<file path="config.mk">
export PLATFORM = sky130hd
export DESIGN_NAME = csa_accum_flat
export DESIGN_NICKNAME = d
export VERILOG_FILES = /design/src/rtl/csa_accum_if.sv /design/src/rtl/csa_accum.sv /design/src/flat_wrapper.sv
export SDC_FILE = /design/constraint.sdc
export NUM_CORES = 1
export LEC_CHECK = 0
export BUFFER_PORTS_ARGS = -buffer_cell sky130_fd_sc_hd__buf_2
export CAP_MARGIN = 5
export CORE_ASPECT_RATIO = 0.8
export CORE_MARGIN = 5
export CORE_UTILIZATION = 52
export DETAILED_ROUTE_END_ITERATION = 10
export GPL_TIMING_DRIVEN = 0
export PLACE_DENSITY = 0.75
export RECOVER_POWER = 50
export SKIP_LAST_GASP = 1
export SYNTH_ARGS = -nofsm -noshare
export SYNTH_HDL_FRONTEND = slang
export SYNTH_SLANG_ARGS = --single-unit
</file>
<file path="constraint.sdc">
create_clock -name clk -period 3.7 [get_ports clk]
set_clock_uncertainty 0.15 [all_clocks]
set_input_delay 1.11 -clock clk [delete_from_list [all_inputs] [get_ports clk]]
set_output_delay 1.11 -clock clk [all_outputs]
set_load 0.05 [all_outputs]
</file>
<file path="src/rtl/csa_accum_if.sv">
// csa_accum_if: operand-in / result-out handshake bundle for csa_accum.
//   in_valid/in_ready/in_data/in_last : operand beat stream into the accumulator
//   out_valid/out_ready/out_sum/out_ovf : resolved packet result stream
// Modports:
//   master : the operand source / result consumer side
//   slave  : the accumulator side
interface csa_accum_if #(
  parameter int WIDTH = 16,
  parameter int ACC_W = 24
);
  logic             in_valid;
  logic             in_ready;
  logic [WIDTH-1:0] in_data;
  logic             in_last;
  logic             out_valid;
  logic             out_ready;
  logic [ACC_W-1:0] out_sum;
  logic             out_ovf;

  modport master (
    output in_valid, in_data, in_last, out_ready,
    input  in_ready, out_valid, out_sum, out_ovf
  );

  modport slave (
    input  in_valid, in_data, in_last, out_ready,
    output in_ready, out_valid, out_sum, out_ovf
  );
endinterface

</file>
<file path="src/rtl/csa_accum.sv">
// csa_accum: multi-operand carry-save accumulator.
// Operand beats are folded into a redundant sum/carry pair by one row of
// full-adder cells per beat. On the last beat of a packet, a chunked
// carry-propagate adder resolves the pair CHUNK bits per cycle, and the
// binary result is presented on the output handshake.
// Ports:
//   clk   : rising-edge clock
//   rst_n : asynchronous active-low reset
//   bus   : csa_accum_if.slave (in_valid/in_ready/in_data/in_last,
//           out_valid/out_ready/out_sum/out_ovf)
//   busy  : high while resolving or holding a result
// Optional build macro:
//   CSA_ACC_SAT_EN : saturate out_sum to all ones when the packet overflowed
module csa_accum #(
  parameter int WIDTH = 16,
  parameter int ACC_W = 24,
  parameter int CHUNK = 8
) (
  input  logic         clk,
  input  logic         rst_n,
  csa_accum_if.slave   bus,
  output logic         busy
);

  localparam int NCHUNK = ACC_W / CHUNK;
  localparam int KW     = (NCHUNK > 1) ? $clog2(NCHUNK) : 1;

  localparam logic [1:0] ST_ACCUM   = 2'd0;
  localparam logic [1:0] ST_RESOLVE = 2'd1;
  localparam logic [1:0] ST_DONE    = 2'd2;

  logic [1:0]       state;
  logic [ACC_W-1:0] s;
  logic [ACC_W-1:0] c;
  logic [ACC_W-1:0] result;
  logic [KW-1:0]    k;
  logic             cy;
  logic             ovf;
  logic             out_valid_r;
  logic [ACC_W-1:0] out_sum_r;
  logic             out_ovf_r;

  logic [ACC_W-1:0] x;
  logic [ACC_W-1:0] maj;
  logic             accept;
  int               lsb;
  logic [CHUNK-1:0] s_chk;
  logic [CHUNK-1:0] c_chk;
  logic [CHUNK:0]   csum;
  logic [ACC_W-1:0] res_next;
  logic             last_chunk;
  logic             ovf_fin;
  logic [ACC_W-1:0] out_next;

  assign bus.in_ready  = (state == ST_ACCUM);
  assign busy          = (state != ST_ACCUM);
  assign bus.out_valid = out_valid_r;
  assign bus.out_sum   = out_sum_r;
  assign bus.out_ovf   = out_ovf_r;

  assign accept = bus.in_valid & bus.in_ready;
  assign x      = ACC_W'(bus.in_data);
  assign maj    = (s & c) | (x & (s | c));

  // One chunk of the carry-propagate adder; the chunk carry ripples
  // between cycles through cy.
  always_comb begin
    lsb        = int'(k) * CHUNK;
    s_chk      = s[lsb +: CHUNK];
    c_chk      = c[lsb +: CHUNK];
    csum       = {1'b0, s_chk} + {1'b0, c_chk} + {{CHUNK{1'b0}}, cy};
    res_next   = result;
    res_next[lsb +: CHUNK] = csum[CHUNK-1:0];
    last_chunk = (k == KW'(NCHUNK - 1));
    ovf_fin    = ovf | csum[CHUNK];
  end

`ifdef CSA_ACC_SAT_EN
  assign out_next = ovf_fin ? {ACC_W{1'b1}} : res_next;
`else
  assign out_next = res_next;
`endif

  // The carry leaving the top cell of the CSA row has no home in the
  // ACC_W-bit pair; since S and C are never negative, losing it means the
  // true total already reached 2^ACC_W, so it feeds the sticky overflow.
  always_ff @(posedge clk or negedge rst_n) begin
    if (!rst_n) begin
      state       <= ST_ACCUM;
      s           <= '0;
      c           <= '0;
      result      <= '0;
      k           <= '0;
      cy          <= 1'b0;
      ovf         <= 1'b0;
      out_valid_r <= 1'b0;
      out_sum_r   <= '0;
      out_ovf_r   <= 1'b0;
    end else begin
      case (state)
        ST_ACCUM: begin
          if (accept) begin
            s   <= s ^ c ^ x;
            c   <= {maj[ACC_W-2:0], 1'b0};
            ovf <= ovf | maj[ACC_W-1];
            if (bus.in_last) begin
              state <= ST_RESOLVE;
              k     <= '0;
              cy    <= 1'b0;
            end
          end
        end
        ST_RESOLVE: begin
          result <= res_next;
          cy     <= csum[CHUNK];
          k      <= k + 1'b1;
          if (last_chunk) begin
            k           <= '0;
            ovf         <= ovf_fin;
            state       <= ST_DONE;
            out_valid_r <= 1'b1;
            out_sum_r   <= out_next;
            out_ovf_r   <= ovf_fin;
          end
        end
        ST_DONE: begin
          if (bus.out_ready) begin
            s           <= '0;
            c           <= '0;
            ovf         <= 1'b0;
            out_valid_r <= 1'b0;
            state       <= ST_ACCUM;
          end
        end
        default: state <= ST_ACCUM;
      endcase
    end
  end

endmodule

</file>
<file path="src/flat_wrapper.sv">
// flat-port wrapper written by rule: the top's interface ports become plain ports
module csa_accum_flat 
#(
  parameter int WIDTH = 16,
  parameter int ACC_W = 24,
  parameter int CHUNK = 8
)
  (clk, rst_n, busy, bus_in_valid, bus_in_data, bus_in_last, bus_out_ready, bus_in_ready, bus_out_valid, bus_out_sum, bus_out_ovf);
  csa_accum_if #(.WIDTH(WIDTH), .ACC_W(ACC_W)) bus_i ();
  input  logic clk;
  input  logic rst_n;
  output logic busy;
  input wire logic [$bits(bus_i.in_valid)-1:0] bus_in_valid;
  input wire logic [$bits(bus_i.in_data)-1:0] bus_in_data;
  input wire logic [$bits(bus_i.in_last)-1:0] bus_in_last;
  input wire logic [$bits(bus_i.out_ready)-1:0] bus_out_ready;
  output wire logic [$bits(bus_i.in_ready)-1:0] bus_in_ready;
  output wire logic [$bits(bus_i.out_valid)-1:0] bus_out_valid;
  output wire logic [$bits(bus_i.out_sum)-1:0] bus_out_sum;
  output wire logic [$bits(bus_i.out_ovf)-1:0] bus_out_ovf;
  assign bus_i.in_valid = bus_in_valid;
  assign bus_i.in_data = bus_in_data;
  assign bus_i.in_last = bus_in_last;
  assign bus_i.out_ready = bus_out_ready;
  assign bus_in_ready = bus_i.in_ready;
  assign bus_out_valid = bus_i.out_valid;
  assign bus_out_sum = bus_i.out_sum;
  assign bus_out_ovf = bus_i.out_ovf;
  csa_accum #(.WIDTH(WIDTH), .ACC_W(ACC_W), .CHUNK(CHUNK)) u_core (.clk(clk), .rst_n(rst_n), .bus(bus_i), .busy(busy));
endmodule
</file>
Word-level counts from Yosys, hierarchy flattened
Index checks and enable logic that the tools add are counted.

Add/sub/neg operators: 4. Eq/ne operators: 7. Shifts and indexed selects: 4. Mux-type cells: 24. Bitwise gates (word level): 9. Reductions and logical operators: 12.

Operator list (count): case mux 24 bit (2 select lines) (2); two-way mux 24 bit (3); OR 24 bit (2); variable part select 24 x 6 -> 8 bit (2); negator 5 -> 33 bit (1); variable shift 8 x 33 -> 24 bit, first input constant (1); variable part select 8 x 33 -> 24 bit (1); bitwise AND 16 x 24 -> 24 bit (1); bitwise AND 24 bit (1); bitwise mux 24 bit (1); XOR 24 x 16 -> 24 bit (1); XOR 24 bit (1); two-way mux 2 bit (7); adder 8 x 8 -> 9 bit (1); adder 9 x 1 -> 9 bit (1); AND reduction 3 bit (3); AND reduction 4 bit (2); nonzero test 2 bit (4); two-way mux 1 bit (6); != test 2 bit, second input constant (3); case mux 2 bit (3 select lines) (1); == test 2 bit, second input constant (2); case mux 1 bit (2 select lines) (2); case mux 2 bit (2 select lines) (1); other kinds (9) (10).

Bits in registers: 104. Output and inout bits: 28. Logic and storage cells: 70.

Logic depth before layout (Yosys ltp)
Word-level depth: 6. Mapped depth: 12.

Least setup slack after synthesis
Ideal clock, no wire load.

Kind: flip-flop to flip-flop. From: reg u_core.k[0]. To: reg u_core.out_sum_r[6] (netlist: u_core.bus.out_sum[6]). Setup time: 0.136 ns. Arrival time: 2.808 ns. Slack: 0.606 ns. Stages on the path, launching flop included: 13. Path buffers: 2. Clock period less this slack: 3.094 ns. Path through: dfrtp_1 -> buf_4 -> inv_1 -> nor2_1 -> buf_2 -> a21oi_1 -> fa_1 -> fa_1 -> and2b_2 -> o2111ai_1 -> nand2_1 -> xnor2_1 -> o21ai_0.

Cells in the longest elaborated chain, start to end: 5. Elaborated cells on any way between the ends: 10.

RTL lines: start, declared (RTL line csa_accum.sv:36) `logic [KW-1:0] k;`; start signal, assigned (RTL line csa_accum.sv:116) `k <= k + 1'b1;`; variable part select 24 x 6 -> 8 bit (on tied branches) (RTL line csa_accum.sv:69, csa_accum.sv:70); adder 8 x 8 -> 9 bit (RTL line csa_accum.sv:71) `csum = {1'b0, s_chk} + {1'b0, c_chk} + {{CHUNK{1'b0}}, cy};`; adder 9 x 1 -> 9 bit (RTL line csa_accum.sv:71); variable part select 8 x 33 -> 24 bit (RTL line csa_accum.sv:73) `res_next[lsb +: CHUNK] = csum[CHUNK-1:0];`; bitwise mux 24 bit (RTL line csa_accum.sv:73); end signal, assigned (RTL line csa_accum.sv:122) `out_sum_r <= out_next;`; end, declared (RTL line csa_accum.sv:40) `logic [ACC_W-1:0] out_sum_r;`.

Several ways; a longest one is shown, not always the timed one. A chain may end at the register's enable or synchronous reset.

Worst setup path in the final report
From: reg u_core.k[1]. To: reg u_core.out_sum_r[5] (netlist: u_core.bus.out_sum[5]).

Same word-level chain as after synthesis.

==> summary.txt <==
Hold slack: 0.334 ns
Port Buffer Count: 48
Fin cells: 675
Syn nets: 535
CTS tree: built
WS Path Type: register to register
CTS Buffer Depth: 2
Routability cong.: 0.875
Register share of total power: 0.325
Reg-to-Reg End: u_core.bus.out_sum[5]
Antenna violations before repair: 0
TNS Setup: 0 ns
Xor/xnor share of the synthesized area: 0.0101
Status: finished clean
Design Area, Final: 5980 um^2
Die width: 122 um
Register-to-Register Path Depth: 10
Max-slew headroom: 0.101
Hold crit path type: register to register
Pin count of the biggest net entering global routing: 58
Routing usage on met2: 0.337
Post-synth ARST share: 1.00
Drt drc: 0
Die area: 12100 um^2
Clk sink count: 103
Count of final hold-check violations: 0
Comb power frac: 0.485
IO Count: 49
Least-Margin Pin Slew: 1.35 ns
Via count: 4058
Number of global-route vias before repair: 4107
Main combinational cell family by area after synthesis: compound AO/OA/AOI/OAI gates
PwrDens: 917 nW/um^2
Worst path max stage delay: 0.49 ns
Area post-placement: 5640 um^2
First-pass GRT wire length: 21000 um
WL final: 12500 um
Ratio of cells with drive above 1 in the final layout: 0.161
Flops & latches, synth: 103
P&R area growth vs syn: 15.0%
Post-synth top cells: dfrtp_1 (103), o21ai_0 (58), nand2_1 (56)
ANT cells: 0
Top Usage Layer GRT: met2
Avg Vias per Cell: 6.01
Top cell type's share of synthesized area: 0.496
Global router's overall resource usage: 0.221
Clk pwr share: 0.190
Hpwl dp: 9170 um
CP top delay family: buffers and inverters
Synthesized instance count: 473
Number of cell rows: 32
Register-to-Register Setup Slack: 0.25 ns
Syn avg cell area: 11.0 um^2
H-tree depth: 3
Core area: 9690 um^2
Synth warn: 0
Top-count cell post-synth: dfrtp_1
Post-synthesis mux area share: 0.0289
Total gr overflow: 0
Routed len/inst: 18.6 um
Crit-path cells: buf_2 -> buf_2 -> mux2i_1 -> o21ai_0 -> ha_1 -> o211ai_1 -> a21oi_1 -> or2_4 -> xnor2_1 -> o21ai_0
Worst EP arrival: 3.50 ns
CP Launch Type: register
Clk Latency, worst-skew pair: 0.34 ns
First drt pass iteration count: 5
Peak VDD IR: 635 uV
Final setup viols: 0
Crit. End Element: register
Placed insts: 658
1st-iter DRT viols: 416
Die height: 99.4 um
R2r startpoint: u_core.k[1]
Post-synthesis adder-cell area fraction: 0.123
Hold_sp: u_core.result[3]
RSZ-0062 raised after global routing: no
Max-cap violations: 0
Top post-synthesis cells by area: dfrtp_1 (50%), a22o_1 (7.9%), fa_1 (6.6%)
Sw Pwr: 2.49 mW
Synth cell types: 39
Hold buffer count at CTS: 0
Max Clk Rate: 290 MHz
Simple-gate share of the synthesized area: 0.0980
Min Clock Period, post-route: 3.45 ns
DRT antenna net count: 0
Buffer and inverter count on the worst path: 2
Crit path max fanout: 10
M3 GR Usage: 0.0483
Post-synthesis compound-gate area fraction: 0.210
Mapped cell area: 5190 um^2
Post-synth EDFFs: 0
Hold path depth: 2
Leakage: 2.87 nW
Synth area leader: dfrtp_1
Ys flop type: dfrtp_1
Switch share: 0.454
WHS Endpoint: u_core.result[3]
Effective utilization at floorplan: 0.536
Met1 usage: 0.325
Slew Viols, Final: 0
Pint: 2.99 mW
CTS root buffer: clkbuf_16
WP data required: 3.75 ns
Fin crit share: 0.933
Clock-pin transition on the worst setup and hold timing paths: 0.07 ns
Register area share after synthesis: 0.496
Finished Core Util: 0.617
Nets: 596
CP max stage cell: xnor2_1
CTS buffer count: 9
cell usage in the layout (no fill, tap or decap), drive strengths merged, types with 3 or more instances in the layout:
| cell | netlist | final |
|---|---|---|
| nor2 | 18 | 18 |
| a221oi | 3 | 3 |
| clkinvlp | 0 | 3 |
| inv | 19 | 18 |
| o211ai | 3 | 3 |
| a21o | 3 | 3 |
| buf | 14 | 61 |
| nor3b | 4 | 4 |
| clkbuf | 8 | 22 |
| fa | 17 | 17 |
| nand2 | 56 | 56 |
| xnor2 | 4 | 4 |
| o21a | 6 | 6 |
| and3 | 12 | 12 |
| dfrtp | 103 | 103 |
| nand2b | 5 | 5 |
| a21oi | 25 | 25 |
| a22o | 47 | 47 |
| o221ai | 6 | 6 |
| mux2i | 15 | 15 |
| ha | 24 | 24 |
| o21ai | 58 | 58 |
sequential cells by signal, summed over array words and instances, names as in the netlist:
name	cells
u_core.result	24
u_core.cy	1
u_core.ovf	1
u_core.k	2
u_core.bus.out_ovf	1
u_core.bus.out_valid	1
u_core.bus.out_sum	24
u_core.s	24
u_core.state	2
u_core.c	23
worst reg2reg max path, stage by stage, from the launching register on:
cell and delay [ns]:
dfrtp_1 0.39, buf_2 0.36, buf_2 0.40, mux2i_1 0.27, o21ai_0 0.13, ha_1 0.38
o211ai_1 0.20, a21oi_1 0.09, or2_4 0.26, xnor2_1 0.49, o21ai_0 0.19
power groups by stage:
| stage | clock [mW] | sequential [mW] | combinational (mW) |
|---|---|---|---|
| final | 1.04 | 1.78 | 2.66 |
| after global routing | 1.09 | 1.82 | 2.91 |
| after CTS | 1.05 | 1.78 | 2.62 |
| after detailed placement | 0 | 1.79 | 2.60 |
| after global placement | 0 | 1.77 | 2.51 |
| after floorplan | 0 | 2.04 | 1.59 |
metrics by stage:
step	setup slack, ns	total power [mW]
after global placement	0.0677	4.28
after CTS	0.101	5.44
final	0.247	5.48
after global routing	0.109	5.83
after detailed placement	0.00377	4.39
after floorplan	0.606	3.62
routing by layer:
metal	up-vias	share of wire
met4	0	0.011
met1	2074	0.46
li1	1835	-
met5	-	0
met3	13	0.062
met2	136	0.47
worst max path at each step:
stage                            from                    end  cells after the start
after detailed placement  u_core.k[0]  u_core.bus.out_sum[4]                     12
after CTS                 u_core.k[0]  u_core.bus.out_sum[4]                     12
after global routing            rst_n           u_core.s[15]                      2
final                     u_core.k[1]  u_core.bus.out_sum[5]                     10
after floorplan           u_core.k[0]  u_core.bus.out_sum[6]                     12
after global placement    u_core.k[0]  u_core.bus.out_sum[6]                     12
kinds of logic after synthesis:
logic type,count (synthesis)
muxes,15
buffers and inverters,41
and+or+nand+nor,107
adders and majority gates,41
DFF,103
AOI/OAI and AO/OA,160
xor gates and xnor gates,6
area by class of cell:
type | count | area (um^2)
fill | 812 | 3710
clock buffer | 11 | 253
clock inverter | 5 | 80.1
inverter | 19 | 75.1
buffer | 22 | 104
timing repair buffer | 50 | 253
multi-input combinational | 329 | 2460
sequential | 103 | 2580
tap | 136 | 170
what timing repair did:
item / CTS / global route
setup endpoints to repair: 6 / 14
resized for setup: 1 / 4
buffers inserted: 0 / 1
Power figures use the tool's default switching activity.
